===== src/rtl/usb_fs_rx_router.sv =====
// Routes decoded USB full-speed receive packets into token, payload and handshake events.
// Optional SOF reporting is enabled by defining USB_RX_ROUTER_SOF_EN.
module usb_fs_rx_router #(
    parameter int TIMEOUT_CYCLES = 512
) (
    input  logic        clk,
    input  logic        reset,
    input  logic [6:0]  dev_addr,
    input  logic        rx_pkt_start,
    input  logic        rx_pkt_end,
    input  logic        rx_pkt_valid,
    input  logic [3:0]  rx_pid,
    input  logic [6:0]  rx_addr,
    input  logic [3:0]  rx_endp,
    input  logic [10:0] rx_frame_num,
    input  logic        rx_data_put,
    input  logic [7:0]  rx_data,
    output logic        in_token,
    output logic [3:0]  in_endp,
    output logic        in_ack,
    output logic        out_token,
    output logic        out_setup,
    output logic [3:0]  out_endp,
    output logic        out_data_put,
    output logic [7:0]  out_data,
    output logic        out_data_pid,
    output logic        out_pkt_end,
    output logic        out_pkt_valid,
    output logic        timeout,
    output logic        sof,
    output logic [10:0] frame_num
);

    localparam int CW = (TIMEOUT_CYCLES > 1) ? $clog2(TIMEOUT_CYCLES) : 1;
    localparam logic [CW-1:0] CNT_LAST = CW'(TIMEOUT_CYCLES - 1);

    localparam logic [3:0] PID_OUT   = 4'b0001;
    localparam logic [3:0] PID_IN    = 4'b1001;
    localparam logic [3:0] PID_SOF   = 4'b0101;
    localparam logic [3:0] PID_SETUP = 4'b1101;
    localparam logic [3:0] PID_DATA0 = 4'b0011;
    localparam logic [3:0] PID_DATA1 = 4'b1011;
    localparam logic [3:0] PID_ACK   = 4'b0010;

    typedef enum logic [1:0] {IDLE, WAIT_DATA, DATA, WAIT_HS} state_t;

    state_t        state;
    logic [CW-1:0] cnt;

    logic good_end;
    logic addr_hit;
    logic tok_out;
    logic tok_in;
    logic token_pid;

    assign good_end  = rx_pkt_end & rx_pkt_valid;
    assign addr_hit  = (rx_addr == dev_addr);
    assign tok_out   = good_end & addr_hit & ((rx_pid == PID_OUT) | (rx_pid == PID_SETUP));
    assign tok_in    = good_end & addr_hit & (rx_pid == PID_IN);
    // All token PIDs end in 01; such packets never terminate a handshake wait.
    assign token_pid = (rx_pid[1:0] == 2'b01);

    always_ff @(posedge clk) begin
        if (reset) begin
            state         <= IDLE;
            cnt           <= '0;
            in_token      <= 1'b0;
            in_endp       <= 4'd0;
            in_ack        <= 1'b0;
            out_token     <= 1'b0;
            out_setup     <= 1'b0;
            out_endp      <= 4'd0;
            out_data_put  <= 1'b0;
            out_data      <= 8'd0;
            out_data_pid  <= 1'b0;
            out_pkt_end   <= 1'b0;
            out_pkt_valid <= 1'b0;
            timeout       <= 1'b0;
        end else begin
            in_token      <= 1'b0;
            in_ack        <= 1'b0;
            out_token     <= 1'b0;
            out_data_put  <= 1'b0;
            out_pkt_end   <= 1'b0;
            out_pkt_valid <= 1'b0;
            timeout       <= 1'b0;
            if (tok_out) begin
                out_token <= 1'b1;
                out_setup <= (rx_pid == PID_SETUP);
                out_endp  <= rx_endp;
                state     <= WAIT_DATA;
                cnt       <= '0;
            end else if (tok_in) begin
                in_token <= 1'b1;
                in_endp  <= rx_endp;
                state    <= WAIT_HS;
                cnt      <= '0;
            end else begin
                case (state)
                    WAIT_DATA: begin
                        if (rx_pkt_start) begin
                            state <= DATA;
                        end else if (cnt == CNT_LAST) begin
                            timeout <= 1'b1;
                            state   <= IDLE;
                        end else begin
                            cnt <= cnt + 1'b1;
                        end
                    end
                    DATA: begin
                        if (rx_data_put) begin
                            out_data_put <= 1'b1;
                            out_data     <= rx_data;
                        end
                        if (rx_pkt_end) begin
                            out_pkt_end   <= 1'b1;
                            out_pkt_valid <= rx_pkt_valid & ((rx_pid == PID_DATA0) | (rx_pid == PID_DATA1));
                            out_data_pid  <= rx_pid[3];
                            state         <= IDLE;
                        end else if (rx_pkt_start) begin
                            // A new packet began before the previous one ended: flag it bad, keep receiving.
                            out_pkt_end   <= 1'b1;
                            out_pkt_valid <= 1'b0;
                        end
                    end
                    WAIT_HS: begin
                        if (rx_pkt_end && !token_pid) begin
                            in_ack <= good_end & (rx_pid == PID_ACK);
                            state  <= IDLE;
                        end else if (rx_pkt_start) begin
                            cnt <= '0;
                        end else if (cnt == CNT_LAST) begin
                            timeout <= 1'b1;
                            state   <= IDLE;
                        end else begin
                            cnt <= cnt + 1'b1;
                        end
                    end
                    default: ;
                endcase
            end
        end
    end

`ifdef USB_RX_ROUTER_SOF_EN
    always_ff @(posedge clk) begin
        if (reset) begin
            sof       <= 1'b0;
            frame_num <= 11'd0;
        end else begin
            sof <= 1'b0;
            if (good_end && rx_pid == PID_SOF) begin
                sof       <= 1'b1;
                frame_num <= rx_frame_num;
            end
        end
    end
`else
    logic unused_frame;
    assign unused_frame = ^rx_frame_num;
    assign sof          = 1'b0;
    assign frame_num    = 11'd0;
`endif

endmodule


===== config.mk =====
export PLATFORM = sky130hd
export DESIGN_NAME = usb_fs_rx_router
export DESIGN_NICKNAME = d
export VERILOG_FILES = /design/src/rtl/usb_fs_rx_router.sv
export SDC_FILE = /design/constraint.sdc
export NUM_CORES = 1
export LEC_CHECK = 0
export CAP_MARGIN = 20
export CORE_MARGIN = 2
export CORE_UTILIZATION = 43
export DETAILED_ROUTE_END_ITERATION = 8
export GPL_TIMING_DRIVEN = 0
export PLACE_DENSITY = 0.89
export SETUP_SLACK_MARGIN = 0.4
export SLEW_MARGIN = 5
export SYNTH_ARGS = -nofsm -noshare
export SYNTH_HDL_FRONTEND = slang
export SYNTH_SLANG_ARGS = --single-unit

===== constraint.sdc =====
create_clock -name clk -period 3.28 [get_ports clk]
set_input_delay 0.328 -clock clk [delete_from_list [all_inputs] [get_ports clk]]
set_output_delay 0.328 -clock clk [all_outputs]
set_load 0.005 [all_outputs]

==> reports/qor.csv, run 1 <==
metric;value;unit
outcome;finished clean;
num_rows;23;
clockPowerShare;0.387;
min_from;cnt[8]$_SDFFE_PP0P_;
grtUsageTotal;0.179;
start_kind;input pin;
yosys_warnings;0;
synth_top_area_frac;0.418;
nFillCells;327;
ctsResizeCount;0;
grt_max_degree;12;
r2r_setup_slack;1460;ps
crit_start;rx_pkt_end;
pwr-share-seq;0.505;
min_path_type;reg -> reg;
syn_area;1720;µm²
gr-total-overflow;0;
diodes;0;
areaGrowthSynthToFinish;46.3;%
synthArstFlopShare;0;
crit_type;in -> reg;
regArea;721;µm²
p_sw;202;µW
multiInputGateArea;925;µm²
end_kind;flip-flop;
drt_pre_antenna_iters;4;
ioPinCount;84;
postSynthCellCount;187;
holdPathStages;2;
hpwl;2890;µm
die_w;67.3;µm
p_comb_frac;0.108;
cts.sinks;36;
syn_area_per_cell;9.22;µm²
timing.slew.headroom;0.527;
internal_power;663;µW
ys_seq_elements;36;
slew_violations;0;
h-tree-depth;2;
fin_crit_sh;0.644;
period_minus_slack;2110;ps
yosys.area.top_type;dfxtp_1;
io_buffers;60;
die-area;4530;µm²
final_cell_area;2520;µm²
setup-tns-final;0;ps
r2r_cells;6;
crit_arrival;2280;ps
grt_pass1_vias;1388;
cts_buffers;5;
leakagePower;0.975;nW
placed_area;2430;µm²
clockRootBuffer;clkbuf_8;
finalWirelength;3860;µm
core-area;3940;µm²
setup_violations;0;
worst_pin_slew;709;ps
synth_cell_type_count;41;
routabilityCongestion;0.848;
rsz0062_at_grt;no;
clk_latency;290;ps
ir_worst_vdd;0.248;mV
cts.path.max_buffers;2;
worstPathRequired;3450;ps
power_density;343;nW/µm²
cts_setup_buffers;0;
yosys-top-cells-count;36 x dfxtp_1, 33 x nor2_1, 16 x mux2i_1, 13 x buf_4, 11 x nand2_1;
r2r-end;cnt[0]$_SDFFE_PP0P_;
start_util;0.437;
r2r_start;cnt[0]$_SDFFE_PP0P_;
grt_pass1_wl;6090;µm
synth-main-ff-cell;dfxtp_1;
tritoncts;yes;
route.vias.total;1566;
max_cap_violations;0;
nNetsFinal;313;
vias_per_cell;4.96;
post-route-drc-count;0;
postRouteAntennaNets;0;
drt_iter0_drc;92;
synth_edf_count;0;
fmax;474;MHz
drive_above_1_share;0.105;
wl_per_cell;12.2;µm
finalClockSkew;6.26;ps
antenna_found_initial;0;
switching_share;0.233;
synth.area.top_cells;dfxtp_1 42%, mux2i_1 9.3%, nor2_1 7.2%;
ys_seq_area_frac;0.418;
min_to;timeout$_SDFF_PP0_;
path_max_fanout;7;
clk_pin_slew;70;ps
fp.dieH;67.3;µm
timing_hold_violations_final;0;
ctsHoldBuffers;0;
yosysMostFrequentCell;dfxtp_1;
power groups by stage:
stage | Combinational, mW | Clock (mW) | Sequential [mW]
after floorplan | 0.0398 | 0 | 0.447
after global placement | 0.0913 | 0 | 0.447
after detailed placement | 0.0930 | 0 | 0.447
after CTS | 0.0933 | 0.340 | 0.437
after global routing | 0.101 | 0.354 | 0.437
final | 0.0932 | 0.335 | 0.437
placed cells by master (no fill, tap or decap), types with 6 or more instances in the layout:
master,count
a21oi_1,6
mux2i_1,16
dfxtp_1,36
clkdlybuf4s50_1,60
nand2_1,11
buf_4,13
xor2_1,7
clkbuf_8,6
conb_1,12
nor2_1,33
per-layer routing:
metal  part of all wire  wire length [µm]  track usage
met1               0.41              1590        0.209
met2               0.47              1830        0.301
met3              0.096               370       0.0550
met4              0.019                72       0.0842
met5                  0                 0            0
cells by family (layout without fill, tap and decap cells):
logic type	count (synthesis)	after routing	synth area share
muxes	16	16	0.0929
buffers and inverters	19	87	0.0697
DFF	36	36	0.418
other	1	12	0.00217
AOI/OAI and AO/OA	22	22	0.0907
and+or+nand+nor	81	81	0.263
xor gates and xnor gates	11	11	0.0559
adders and majority gates	1	1	0.00726
final cells by class:
cell class	instances	share of cell area
buffer	15	0.0417
multi-input combinational	143	0.367
tap	50	0.0248
sequential	36	0.286
clock inverter	1	0.00298
timing repair buffer	60	0.238
clock buffer	7	0.0342
inverter	4	0.00595
critical path, stage by stage:
cell and delay (ps):
clkdlybuf4s50_1 590, nand4b_1 180, nor4_4 560, nand4_2 320, mux2i_1 240, nor2_1 60
how the worst max path moves through the flow:
stage / slack (ps) / cells past startpoint / endpoint
floorplan: 1640 / 5 / out_endp[0]$_SDFFE_PP0P_
global placement: 890 / 6 / out_endp[3]$_SDFFE_PP0P_
detailed placement: 870 / 6 / out_endp[0]$_SDFFE_PP0P_
CTS: 1170 / 6 / out_endp[1]$_SDFFE_PP0P_
global route: 1040 / 6 / out_data[2]$_SDFFE_PP0P_
finish: 1170 / 6 / out_endp[1]$_SDFFE_PP0P_
metrics by stage:
step	utilization	setup WS, ps	instances	power [mW]	hold slack (ps)
after floorplan	-	1640	198	0.487	397
after global placement	0.616	889	308	0.538	474
after detailed placement	0.616	874	308	0.540	476
after CTS	0.640	1170	316	0.870	487
after global routing	0.640	1040	316	0.892	516
final	0.640	1170	316	0.865	491
state kept, by name, summed over array words and instances (netlist names):
signal / flops
timeout: 1
out_token: 1
cnt: 9
in_token: 1
out_data_put: 1
state: 2
in_endp: 4
out_data_pid: 1
out_pkt_valid: 1
out_endp: 4
out_setup: 1
out_data: 8
out_pkt_end: 1
in_ack: 1
Power figures use the tool's default switching activity.
==> run 2, diff against run 1 <==
--- a/config.mk
+++ b/config.mk
@@ -7,10 +7,10 @@
 export LEC_CHECK = 0
 export CAP_MARGIN = 20
 export CORE_MARGIN = 2
-export CORE_UTILIZATION = 43
+export CORE_UTILIZATION = 40
 export DETAILED_ROUTE_END_ITERATION = 8
 export GPL_TIMING_DRIVEN = 0
-export PLACE_DENSITY = 0.89
+export PLACE_DENSITY = 0.84
 export SETUP_SLACK_MARGIN = 0.4
 export SLEW_MARGIN = 5
 export SYNTH_ARGS = -nofsm -noshare
==> constraint.sdc (replaced) <==
create_clock -name clk -period 1.97 [get_ports clk]
set_input_delay 0.197 -clock clk [delete_from_list [all_inputs] [get_ports clk]]
set_output_delay 0.197 -clock clk [all_outputs]
set_load 0.005 [all_outputs]
==> reports/qor.csv, run 2 (synthesized netlist as in run 1, its figures left out) <==
metric;value;unit
postRouteAntennaNets;0;
clk_latency;280;ps
route.vias.total;1652;
final_cell_area;2850;µm²
r2r_setup_slack;390;ps
hold_ws;260;ps
final_common_cell;clkdlybuf4s50_1;
fmax;629;MHz
grtUsageTotal;0.169;
fin_crit_sh;0.806;
clk_pin_slew;70;ps
grt_pass1_wl;6730;µm
start_util;0.422;
top_register;cnt;
drt_iter0_drc;115;
fp.dieH;69.7;µm
outcome;finished clean;
areaGrowthSynthToFinish;65.2;%
ir_worst_vdd;0.555;mV
hpwl;2830;µm
regArea;731;µm²
core-area;4090;µm²
cts_buffers;5;
wl_per_cell;14.3;µm
slew_violations;0;
clockRootBuffer;clkbuf_8;
cts.path.max_buffers;2;
r2r_start;cnt[0]$_SDFFE_PP0P_;
nFillCells;293;
crit_arrival;1780;ps
multiInputGateArea;1090;µm²
largest_reg_flops;9;
crit_type;in -> reg;
die-area;4850;µm²
nNetsFinal;324;
grt_max_degree;12;
cts.sinks;36;
timing_hold_violations_final;0;
vias_per_cell;5.05;
placed_area;2430;µm²
path_max_fanout;8;
worstPathRequired;2160;ps
switching_share;0.219;
io_buffers;60;
die_w;69.7;µm
num_rows;23;
end_kind;flip-flop;
max_cap_violations;0;
internal_power;1.20;mW
drt_pre_antenna_iters;4;
post-route-drc-count;0;
p_sw;337;µW
antenna_found_initial;0;
r2r_cells;7;
cp-endpoint;out_pkt_valid$_SDFF_PP0_;
finalWirelength;4690;µm
power_density;538;nW/µm²
pwr-share-seq;0.473;
grt_pass1_vias;1515;
diodes;0;
routabilityCongestion;0.852;
h-tree-depth;2;
setup_violations;0;
top_regs;cnt: 9 flops, out_data: 8 flops;
leakagePower;1.21;nW
r2r-end;state[1]$_SDFFE_PP0P_;
p_comb_frac;0.114;
gr-total-overflow;0;
start_kind;input pin;
drive_above_1_share;0.249;
crit_start;rx_addr[0];
final_cell_mix;44 x clkdlybuf4s50_1, 32 x nor2_1, 30 x dfxtp_1;
rsz0062_at_grt;yes;
ctsHoldBuffers;0;
finalClockSkew;6.25;ps
min_path_type;in -> reg;
tritoncts;yes;
period_minus_slack;1590;ps
ioPinCount;84;
clockPowerShare;0.413;
## run 2: worst min-delay path by stage
stage	cells after the start	slack, ps	to	start
6_report	3	260	in_ack$_SDFF_PP0_	rx_pid[0]
5_1_grt	3	240	out_pkt_valid$_SDFF_PP0_	rx_pid[0]
3_5_place_dp	2	480	out_setup$_SDFFE_PP0P_	out_setup$_SDFFE_PP0P_
2_1_floorplan	1	270	out_data_pid$_SDFFE_PP0P_	reset
3_3_place_gp	2	470	out_data[5]$_SDFFE_PP0P_	out_data[5]$_SDFFE_PP0P_
4_1_cts	3	440	state[0]$_SDFFE_PP0P_	rx_pkt_end
## run 2: layout make-up
| type | count | share of cell area |
|---|---|---|
| Multi-Input combinational cell | 143 | 0.383 |
| Timing Repair Buffer | 71 | 0.258 |
| Sequential cell | 36 | 0.256 |
| Buffer | 15 | 0.0369 |
| Clock buffer | 6 | 0.0255 |
| Tap cell | 50 | 0.0220 |
| Clock inverter | 2 | 0.0123 |
| Inverter | 4 | 0.00527 |
## run 2: repair_timing
item / CTS / global route
endpoints found under the setup margin: 36 / 33
resized for setup: 16 / 43
pin swaps: 4 / 16
buffers inserted: 7 / 4
## run 2: metrics by stage
step                      power (mW)  setup slack, ps  setup TNS (ps)   util  instances
after global placement         0.897             -324           -9060  0.594        308
final                           1.53              381               0  0.697        327
after global routing            1.60              296               0  0.697        327
after floorplan                0.811              465               0      -        198
after CTS                       1.54              346               0  0.651        323
after detailed placement       0.899             -304           -8590  0.594        308
## run 2: layer usage
metal / GRT usage / vias to the layer above / share of wire
li1: - / 802 / -
met5: 0 / - / 0
met2: 0.268 / 70 / 0.49
met1: 0.207 / 767 / 0.41
met4: 0.0684 / 0 / 0.025
met3: 0.0625 / 13 / 0.075
## run 2: critical path, cell delays in order
cell and delay, ps:
clkdlybuf4s50_1 540, xor2_2 220, nor4_4 60, buf_6 140
nand3_2 110, nand2b_1 60, buf_4 170, nor4_2 270
## run 2: power groups by stage
stage | Clock [mW] | Sequential (mW) | Combinational [mW]
floorplan | 0 | 0.744 | 0.0663
CTS | 0.650 | 0.727 | 0.162
detailed placement | 0 | 0.744 | 0.155
finish | 0.633 | 0.726 | 0.174
global placement | 0 | 0.744 | 0.152
global route | 0.689 | 0.726 | 0.186
